### config.mk
export PLATFORM = sky130hd
export DESIGN_NAME = exec_sequencer
export DESIGN_NICKNAME = d
export VERILOG_FILES = /design/src/rtl/exec_sequencer_pkg.sv /design/src/rtl/exec_sequencer_next_pc_calc.sv /design/src/rtl/exec_sequencer.sv
export SDC_FILE = /design/constraint.sdc
export NUM_CORES = 1
export LEC_CHECK = 0
export BUFFER_PORTS_ARGS = -buffer_cell sky130_fd_sc_hd__clkbuf_2
export CORE_MARGIN = 2
export CORE_UTILIZATION = 30
export DETAILED_ROUTE_END_ITERATION = 10
export GPL_TIMING_DRIVEN = 0
export HOLD_SLACK_MARGIN = 0.08
export PLACE_DENSITY = 0.63
export SLEW_MARGIN = 10
export SYNTH_ARGS = -nofsm -noshare
export SYNTH_HDL_FRONTEND = slang
export SYNTH_SLANG_ARGS = --single-unit
### constraint.sdc
create_clock -name clk -period 7.94 [get_ports clk]
set_input_delay 0 -clock clk [delete_from_list [all_inputs] [get_ports clk]]
set_output_delay 0 -clock clk [all_outputs]
set_load 0.02 [all_outputs]
### src/rtl/exec_sequencer_pkg.sv
// exec_sequencer_pkg: destination-type and opcode constants shared by the sequencer and its exec units
package exec_sequencer_pkg;
    localparam int DST_TYPE_WIDTH = 3;
    localparam logic [DST_TYPE_WIDTH-1:0] DST_RT    = 3'd1;
    localparam logic [DST_TYPE_WIDTH-1:0] DST_RD    = 3'd2;
    localparam logic [DST_TYPE_WIDTH-1:0] DST_PC    = 3'd3;
    localparam logic [DST_TYPE_WIDTH-1:0] DST_MEM_L = 3'd4;
    localparam logic [DST_TYPE_WIDTH-1:0] DST_MEM_S = 3'd5;
    localparam logic [5:0] OP_RTYPE      = 6'h00;
    localparam logic [5:0] OP_J          = 6'h02;
    localparam logic [5:0] OP_JAL        = 6'h03;
    localparam logic [5:0] FUNCT_SYSCALL = 6'h0C;
endpackage

### src/rtl/exec_sequencer_next_pc_calc.sv
// exec_sequencer_next_pc_calc: combinational pc+4 / taken-branch / jump target selection
// Ports: pc (current address), target (ir[25:0]), jump, take_branch -> pc_plus4, next_pc
module exec_sequencer_next_pc_calc (
    input  logic [31:0] pc,
    input  logic [25:0] target,
    input  logic        jump,
    input  logic        take_branch,
    output logic [31:0] pc_plus4,
    output logic [31:0] next_pc
);
    logic [31:0] br_pc;
    logic [31:0] jmp_pc;
    assign pc_plus4 = pc + 32'd4;
    assign br_pc    = pc_plus4 + {{14{target[15]}}, target[15:0], 2'b00};
    assign jmp_pc   = {pc_plus4[31:28], target, 2'b00};
    assign next_pc  = jump ? jmp_pc : take_branch ? br_pc : pc_plus4;
endmodule

### src/rtl/exec_sequencer.sv
// exec_sequencer: multicycle fetch/decode/exec/mem/writeback control FSM for the CPU core
// Ports: clk/clr/run control; halted/err status; pc; imem req/ack fetch port; ir;
//        i_/r_ exec unit en/finished/res/dst; rt_data; rf write port; dmem req/ack data port
module exec_sequencer
    import exec_sequencer_pkg::*;
#(
    parameter logic [31:0] RESET_PC     = 32'h0000_0000,
    parameter int          EXEC_TIMEOUT = 64
) (
    input  logic                      clk,
    input  logic                      clr,
    input  logic                      run,
    output logic                      halted,
    output logic                      err,
    output logic [31:0]               pc,
    output logic                      imem_req,
    output logic [31:0]               imem_addr,
    input  logic                      imem_ack,
    input  logic [31:0]               imem_rdata,
    output logic [31:0]               ir,
    output logic                      i_en,
    output logic                      r_en,
    input  logic                      i_finished,
    input  logic                      r_finished,
    input  logic [31:0]               i_res,
    input  logic [31:0]               r_res,
    input  logic [DST_TYPE_WIDTH-1:0] i_dst,
    input  logic [DST_TYPE_WIDTH-1:0] r_dst,
    input  logic [31:0]               rt_data,
    output logic                      rf_we,
    output logic [4:0]                rf_waddr,
    output logic [31:0]               rf_wdata,
    output logic                      dmem_req,
    output logic                      dmem_we,
    output logic [31:0]               dmem_addr,
    output logic [31:0]               dmem_wdata,
    input  logic                      dmem_ack,
    input  logic [31:0]               dmem_rdata
);
    typedef enum logic [2:0] {S_IDLE, S_FETCH, S_DECODE, S_EXEC, S_MEM, S_WB, S_HALT} state_e;
    localparam int CW = $clog2(EXEC_TIMEOUT + 1);
    state_e                    state_q, state_d;
    logic [31:0]               pc_q, pc_d, ir_q, ir_d, res_q, res_d;
    logic [DST_TYPE_WIDTH-1:0] dst_q, dst_d, fin_dst;
    logic [CW-1:0]             cnt_q, cnt_d;
    logic                      err_q, err_d;
    logic [5:0]                op;
    logic                      is_r, is_jmp, is_jal, fin, is_store, wr;
    logic [31:0]               pc_plus4, next_pc;
    assign op       = ir_q[31:26];
    assign is_r     = op == OP_RTYPE;
    assign is_jal   = op == OP_JAL;
    assign is_jmp   = op == OP_J || is_jal;
    assign fin      = is_r ? r_finished : i_finished;
    assign fin_dst  = is_r ? r_dst : i_dst;
    assign is_store = dst_q == DST_MEM_S;
    exec_sequencer_next_pc_calc u_next_pc (
        .pc          (pc_q),
        .target      (ir_q[25:0]),
        .jump        (is_jmp),
        .take_branch (dst_q == DST_PC && res_q[0]),
        .pc_plus4    (pc_plus4),
        .next_pc     (next_pc)
    );
    always_comb begin
        state_d = state_q;
        pc_d    = pc_q;
        ir_d    = ir_q;
        res_d   = res_q;
        dst_d   = dst_q;
        cnt_d   = cnt_q;
        err_d   = err_q;
        case (state_q)
            S_IDLE:   state_d = run ? S_FETCH : S_IDLE;
            S_FETCH: begin
                ir_d    = imem_ack ? imem_rdata : ir_q;
                state_d = imem_ack ? S_DECODE : S_FETCH;
            end
            S_DECODE: begin
                cnt_d   = '0;
                state_d = (is_r && ir_q[5:0] == FUNCT_SYSCALL) ? S_HALT : is_jmp ? S_WB : S_EXEC;
            end
            S_EXEC: begin
                if (fin) begin
                    res_d   = is_r ? r_res : i_res;
                    dst_d   = fin_dst;
                    state_d = (fin_dst == DST_MEM_L || fin_dst == DST_MEM_S) ? S_MEM : S_WB;
                end else if (cnt_q == CW'(EXEC_TIMEOUT - 1)) begin
                    err_d   = 1'b1;
                    state_d = S_HALT;
                end else begin
                    cnt_d = cnt_q + 1'b1;
                end
            end
            S_MEM: begin
                // the loaded word replaces the address so WB writes it back
                res_d   = (dmem_ack && !is_store) ? dmem_rdata : res_q;
                state_d = dmem_ack ? S_WB : S_MEM;
            end
            S_WB: begin
                pc_d    = next_pc;
                state_d = run ? S_FETCH : S_IDLE;
            end
            default:  state_d = S_HALT;
        endcase
    end
    always_ff @(posedge clk) begin
        if (clr) begin
            state_q <= S_IDLE;
            pc_q    <= RESET_PC;
            ir_q    <= '0;
            res_q   <= '0;
            dst_q   <= '0;
            cnt_q   <= '0;
            err_q   <= 1'b0;
        end else begin
            state_q <= state_d;
            pc_q    <= pc_d;
            ir_q    <= ir_d;
            res_q   <= res_d;
            dst_q   <= dst_d;
            cnt_q   <= cnt_d;
            err_q   <= err_d;
        end
    end
    // dst_q is stale for J/JAL, so jumps are resolved from the opcode first
    assign wr         = is_jal || (!is_jmp && (dst_q == DST_RT || dst_q == DST_RD || dst_q == DST_MEM_L));
    assign rf_waddr   = is_jal ? 5'd31 : dst_q == DST_RD ? ir_q[15:11] : ir_q[20:16];
    assign rf_wdata   = is_jal ? pc_plus4 : res_q;
    assign rf_we      = state_q == S_WB && wr && rf_waddr != 5'd0;
    assign halted     = state_q == S_HALT;
    assign err        = err_q;
    assign pc         = pc_q;
    assign imem_req   = state_q == S_FETCH;
    assign imem_addr  = pc_q;
    assign ir         = ir_q;
    assign i_en       = state_q == S_EXEC && !is_r;
    assign r_en       = state_q == S_EXEC && is_r;
    assign dmem_req   = state_q == S_MEM;
    assign dmem_we    = dmem_req && is_store;
    assign dmem_addr  = res_q;
    assign dmem_wdata = rt_data;
endmodule

# After elaboration in Yosys (flattened, before gate mapping)
# Index checks and enable logic that the tools add are counted.
# totals
reg_bits	110
input_bits	173
out_inout_bits	205
wordCells	84
# op_classes
add_sub_neg	3
n_eq_ne	22
mux	23
bitwise_logic	1
reduce_logical	28
# ops
cell	n
32-bit two-way mux	6
32-bit one-hot mux with 2 select lines	1
32-bit by 3-bit adder with 32-bit output (second input constant)	1
32-bit adder	1
3-bit == test (second input constant)	7
3-bit two-way mux	5
3-bit one-hot mux with 5 select lines	1
7-bit two-way mux	2
7-bit one-hot mux with 2 select lines	1
3-bit by 2-bit == test with 1-bit output (second input constant)	4
6-bit by 2-bit == test with 1-bit output (second input constant)	2
5-bit two-way mux	2
1-bit logical AND	9
3-bit AND reduction	3
7-bit by 1-bit adder with 7-bit output (second input constant)	1
7-bit by 6-bit == test with 1-bit output (second input constant)	1
3-bit by 1-bit == test with 1-bit output (second input constant)	2
6-bit by 4-bit == test with 1-bit output (second input constant)	1
6-bit zero test	1
2-bit inequality test (second input constant)	3
1-bit logical OR	5
5-bit nonzero test	1
1-bit two-way mux	4
2-bit AND reduction	2
other kinds (8)	11

# Longest topological paths before layout
# logic_depth
ltp_word	7
depth_mapped	16
mapped_depth_nobuf	16

# Hierarchy
# Synthesis repeated with hierarchy kept, for this count alone.
# unflattened
cells_unflattened	1145
area_unflattened_um2	8829.7
# by_module_without_submodules
module	instances	cells_per_inst	area_per_inst_um2	seq_area_each_um2
exec_sequencer	1	743	6147.1	2202.1
exec_sequencer_next_pc_calc	1	402	2682.6	0.0

# Least setup slack after synthesis
# No wires, ideal clock.
# synth_path
kind	reg2reg
start	reg pc_q[13] (netlist: imem_addr[13])
end	reg pc_q[31] (netlist: imem_addr[31])
setup_ps	117
t_arrival_ps	3618
t_required_ps	7823
path_slack_ps	4205
path_stages_with_launch	15
n_path_buf	0
period_less_slack_ps	3735
cell_sequence	dfxtp_1 nand4_1 nor4_1 and3_1 xor2_1 ha_1 a21oi_1 o21ai_0 nor2_1 nor4b_2 o31ai_4 a31oi_1 xor2_1 or3_1 a32o_1
# synth_via
elab_chain_cells	4
# synth_rtl
item	line_no	text
start: declaration	exec_sequencer.sv:43	logic [31:0] pc_q, pc_d, ir_q, ir_d, res_q, res_d;
start signal: assignment	exec_sequencer.sv:118	pc_q <= pc_d;
32-bit by 3-bit adder with 32-bit output (*)	exec_sequencer_next_pc_calc.sv:13	assign pc_plus4 = pc + 32'd4;
32-bit adder	exec_sequencer_next_pc_calc.sv:14	assign br_pc = pc_plus4 + {{14{target[15]}}, target[15:0], 2'b00};
32-bit two-way mux	exec_sequencer_next_pc_calc.sv:16	assign next_pc = jump ? jmp_pc : take_branch ? br_pc : pc_plus4;
32-bit two-way mux (*)	exec_sequencer_next_pc_calc.sv:16	
# Every way passes the cells marked *; elsewhere a longest branch is shown, timed or not.
# A chain may end at the register's enable or synchronous reset.

# Worst setup path in the final report
# Same ends and word-level chain as after synthesis.

==> run_results.csv <==
group,metric,value,unit
status,status,"finished clean",
layout,stdcell_count,1952,
worst_setup_path,required,8200,ps
cts,numCtsBuffers,9,
floorplan,pin_count,378,
place,dp_hpwl,28430,um
global_route,grt-ovfl-total,0,
cts,cts-root-buf,"clkbuf_16",
logic_synthesis,ys_warn_count,0,
routing,route.detailed.wl_per_inst,18.66,um
layout,post_route_cells_drive_above_1_share,0.3100,
cts,clk_latency,370,ps
power_and_ir_drop,cellPowerDensity,123.4,nW/um2
global_route,grt_max_degree,26,
cts,h-tree-depth,3,
logic_synthesis,synth.area.top_cells,"dfxtp_1 26%, nand2_1 9.7%, a21oi_1 7.2%",
routing,drt-initial-drc-count,767,
worst_setup_path,criticalPathCategory,"flop to flop",
worst_setup_path,cp_cell_sequence,"nand4_1, nor4_1, nand3_1, nor2_1, xor2_1, ha_1, a21oi_1, o21ai_0, nor2_1, nor4b_2, o31ai_4, a31oi_1, xor2_1, or3_1, a32o_1",
sta,clock.fmax,193.6,MHz
sta,period_needed,5166,ps
global_route,grt_use_total,0.2411,
routing,drt-vias-per-instance,5.124,
place,io_buffers,340,
sta,slew_headroom,0.2071,
floorplan,row_count,61,
power_and_ir_drop,power.switching,0.4739,mW
sta,worst_hold_slack,93.83,ps
logic_synthesis,netlist.area_leader.share,0.2593,
power_and_ir_drop,p_int,0.9871,mW
power_and_ir_drop,max-vdd-ir-drop,0.1013,mV
logic_synthesis,syn_area,8338,um2
global_route,first_global_vias,9385,
layout,final_util,0.4297,
worst_setup_path,crit_path_end_kind,"flop",
floorplan,coreArea,27550,um2
logic_synthesis,synth_seq_area_share,0.2593,
routing,vias,10002,
floorplan,fp.dieH,170.7,um
worst_setup_path,max_stage_delay,670,ps
worst_setup_path,cp_slowest_cell,"nor4_1",
power_and_ir_drop,p_comb_frac,0.251,
routing,drc,0,
routing,ant_nets,0,
sta,rsz0062_at_grt,"no",
sta,fin_skew,10.19,ps
logic_synthesis,synth-edff-count,0,
cts,cts_tree,"built",
worst_setup_path,reg2reg_depth,15,
sta,fin_crit_sh,0.6506,
hold_path,hp-class,"primary input to flop",
hold_path,min_path_cells,5,
global_route,grt_antenna_before_repair,0,
sta,worstMarginPinSlew,1188,ps
sta,setup_viol,0,
power_and_ir_drop,swShare,0.3244,
floorplan,start_util,0.3026,
logic_synthesis,synth_top_area_cell,"dfxtp_1",
worst_setup_path,cp.arrival,5430,ps
logic_synthesis,yosysUniqueCellTypes,65,
cts,clkSinkCount,108,
power_and_ir_drop,power.total,1.461,mW
logic_synthesis,async_flop_share,0,
logic_synthesis,synth_top_flop_cell,"dfxtp_1",
place,place_congestion,0.9378,
power_and_ir_drop,p_clk_frac,0.351,
layout,nNetsFinal,1781,
logic_synthesis,netlist_instances,1116,
routing,routed_wl,36430,um
place,placed_cells,1837,
layout,fillers,2840,
job,cap_violations,0,
floorplan,die_area,29140,um2
cts,clk_pin_slew,70,ps
layout,mostFrequentLayoutCells,"340 x clkbuf_2, 215 x nand2_1, 126 x nor2_1",
logic_synthesis,postSynthAreaPerCell,7.471,um2
worst_setup_path,startpoint_type,"flop",
power_and_ir_drop,leakage,5.650,nW
global_route,grt_first_pass_wirelength,53130,um
worst_setup_path,cp_max_fo,8,
sta,finalHoldViolCount,0,
floorplan,dieWidth,170.7,um
layout,mostFrequentLayoutCell,"clkbuf_2",
logic_synthesis,ys_ff_latch,108,
layout,diodes,0,
routing,firstDrtPassIters,5,
sta,tns,0,ps
sta,slew_viol_final,0,
layout,area_growth,42.00,%
cts,cts_max_path_buffers,2,
power_and_ir_drop,seq_power_share,0.398,
power by group through the flow:
| stage | clock network (mW) | registers (mW) | logic, mW |
|---|---|---|---|
| 2_1_floorplan | 0 | 0.601 | 0.192 |
| 3_3_place_gp | 0 | 0.594 | 0.329 |
| 3_5_place_dp | 0 | 0.595 | 0.331 |
| 4_1_cts | 0.526 | 0.582 | 0.364 |
| 5_1_grt | 0.544 | 0.584 | 0.399 |
| 6_report | 0.513 | 0.581 | 0.367 |
worst max-delay path, delay by kind of cell, from the launching register on:
family                     cells  cell delay (ps)
and+or+nand+nor                7             2680
AOI/OAI and AO/OA              5              930
DFF                            1              640
xor gates and xnor gates       2              470
adders and majority gates      1              360
repair_timing:
item | CTS | global route
setup endpoints to repair | 0 | 0
hold buffers | 99 | 0
endpoints found under the hold margin | 68 | 0
setup buffers | 0 | 0
gates resized for setup | 0 | 0
metrics by stage:
| stage | worst slack, ps | area [um2] |
|---|---|---|
| finish | 2774 | 11840 |
| CTS | 2932 | 11840 |
| global placement | 3027 | 10520 |
| floorplan | 4205 | 8349 |
| global route | 2481 | 11840 |
| detailed placement | 2964 | 10520 |
metal layers:
metal	global-route usage	wire length [um]	part of all wire
met5	0	0	0
met4	0.07358	875	0.024
met3	0.03794	2571	0.071
met2	0.4138	17400	0.48
met1	0.3101	15580	0.43
flip-flops by register name (all words and copies together), names as in the netlist:
name	count
dmem_addr	32
ir	32
imem_addr	30
cnt_q	7
dst_q	3
state_q	3
err	1
synth_stat cells, types with 4 or more instances:
library cell / number
nand3_1: 15
o22ai_1: 4
or3_1: 5
and2_1: 10
xnor2_1: 29
nand2_1: 215
clkbuf_1: 59
ha_1: 38
o21ai_0: 35
and3_1: 10
a21o_1: 18
xor2_1: 28
o211ai_1: 21
nor3_1: 11
nor2b_1: 5
nor2_1: 126
a31oi_1: 10
o21bai_1: 6
mux2_2: 23
and4_1: 10
a21oi_1: 120
buf_4: 66
inv_1: 17
a221o_1: 5
buf_6: 4
nor4_1: 5
a311oi_1: 9
nand2b_1: 4
dfxtp_1: 108
a311oi_2: 28
mux2i_1: 10
nand4_1: 12
a211oi_1: 10
worst paths after layout:
kind	from	end	slack (ps)
max	imem_addr[13]$_SDFFE_PP0P_	imem_addr[31]$_SDFFE_PP0P_	2770
min	dmem_rdata[28]	dmem_addr[28]$_SDFFE_PP0P_	90
max reg2reg	imem_addr[13]$_SDFFE_PP0P_	imem_addr[31]$_SDFFE_PP0P_	2770
min reg2reg	ir[30]$_SDFFE_PP0P_	ir[30]$_SDFFE_PP0P_	490
cell families (layout without fill, tap and decap cells):
logic type	Yosys count	after routing	synth area share
multiplexers	33	33	0.04307
flip-flops	108	108	0.2593
adder cells (fa/ha/maj)	39	39	0.05942
AO/OA/AOI/OAI	290	290	0.2453
AND/OR/NAND/NOR	441	441	0.2329
buffers and inverters	147	602	0.09964
XOR/XNOR	57	57	0.05987
other	1	4	0.0004497
layout make-up:
class	instances	area, um2	share of cell area
buffer	130	767.0	0.06478
sequential	108	2162	0.1826
clock buffer	11	242.7	0.02050
timing repair buffer	439	2693	0.2274
clock inverter	5	82.58	0.006975
inverter	17	63.81	0.005389
multi-input combinational	864	5356	0.4524
tap	378	473.0	0.03995
(Power assumes the default switching activity.)
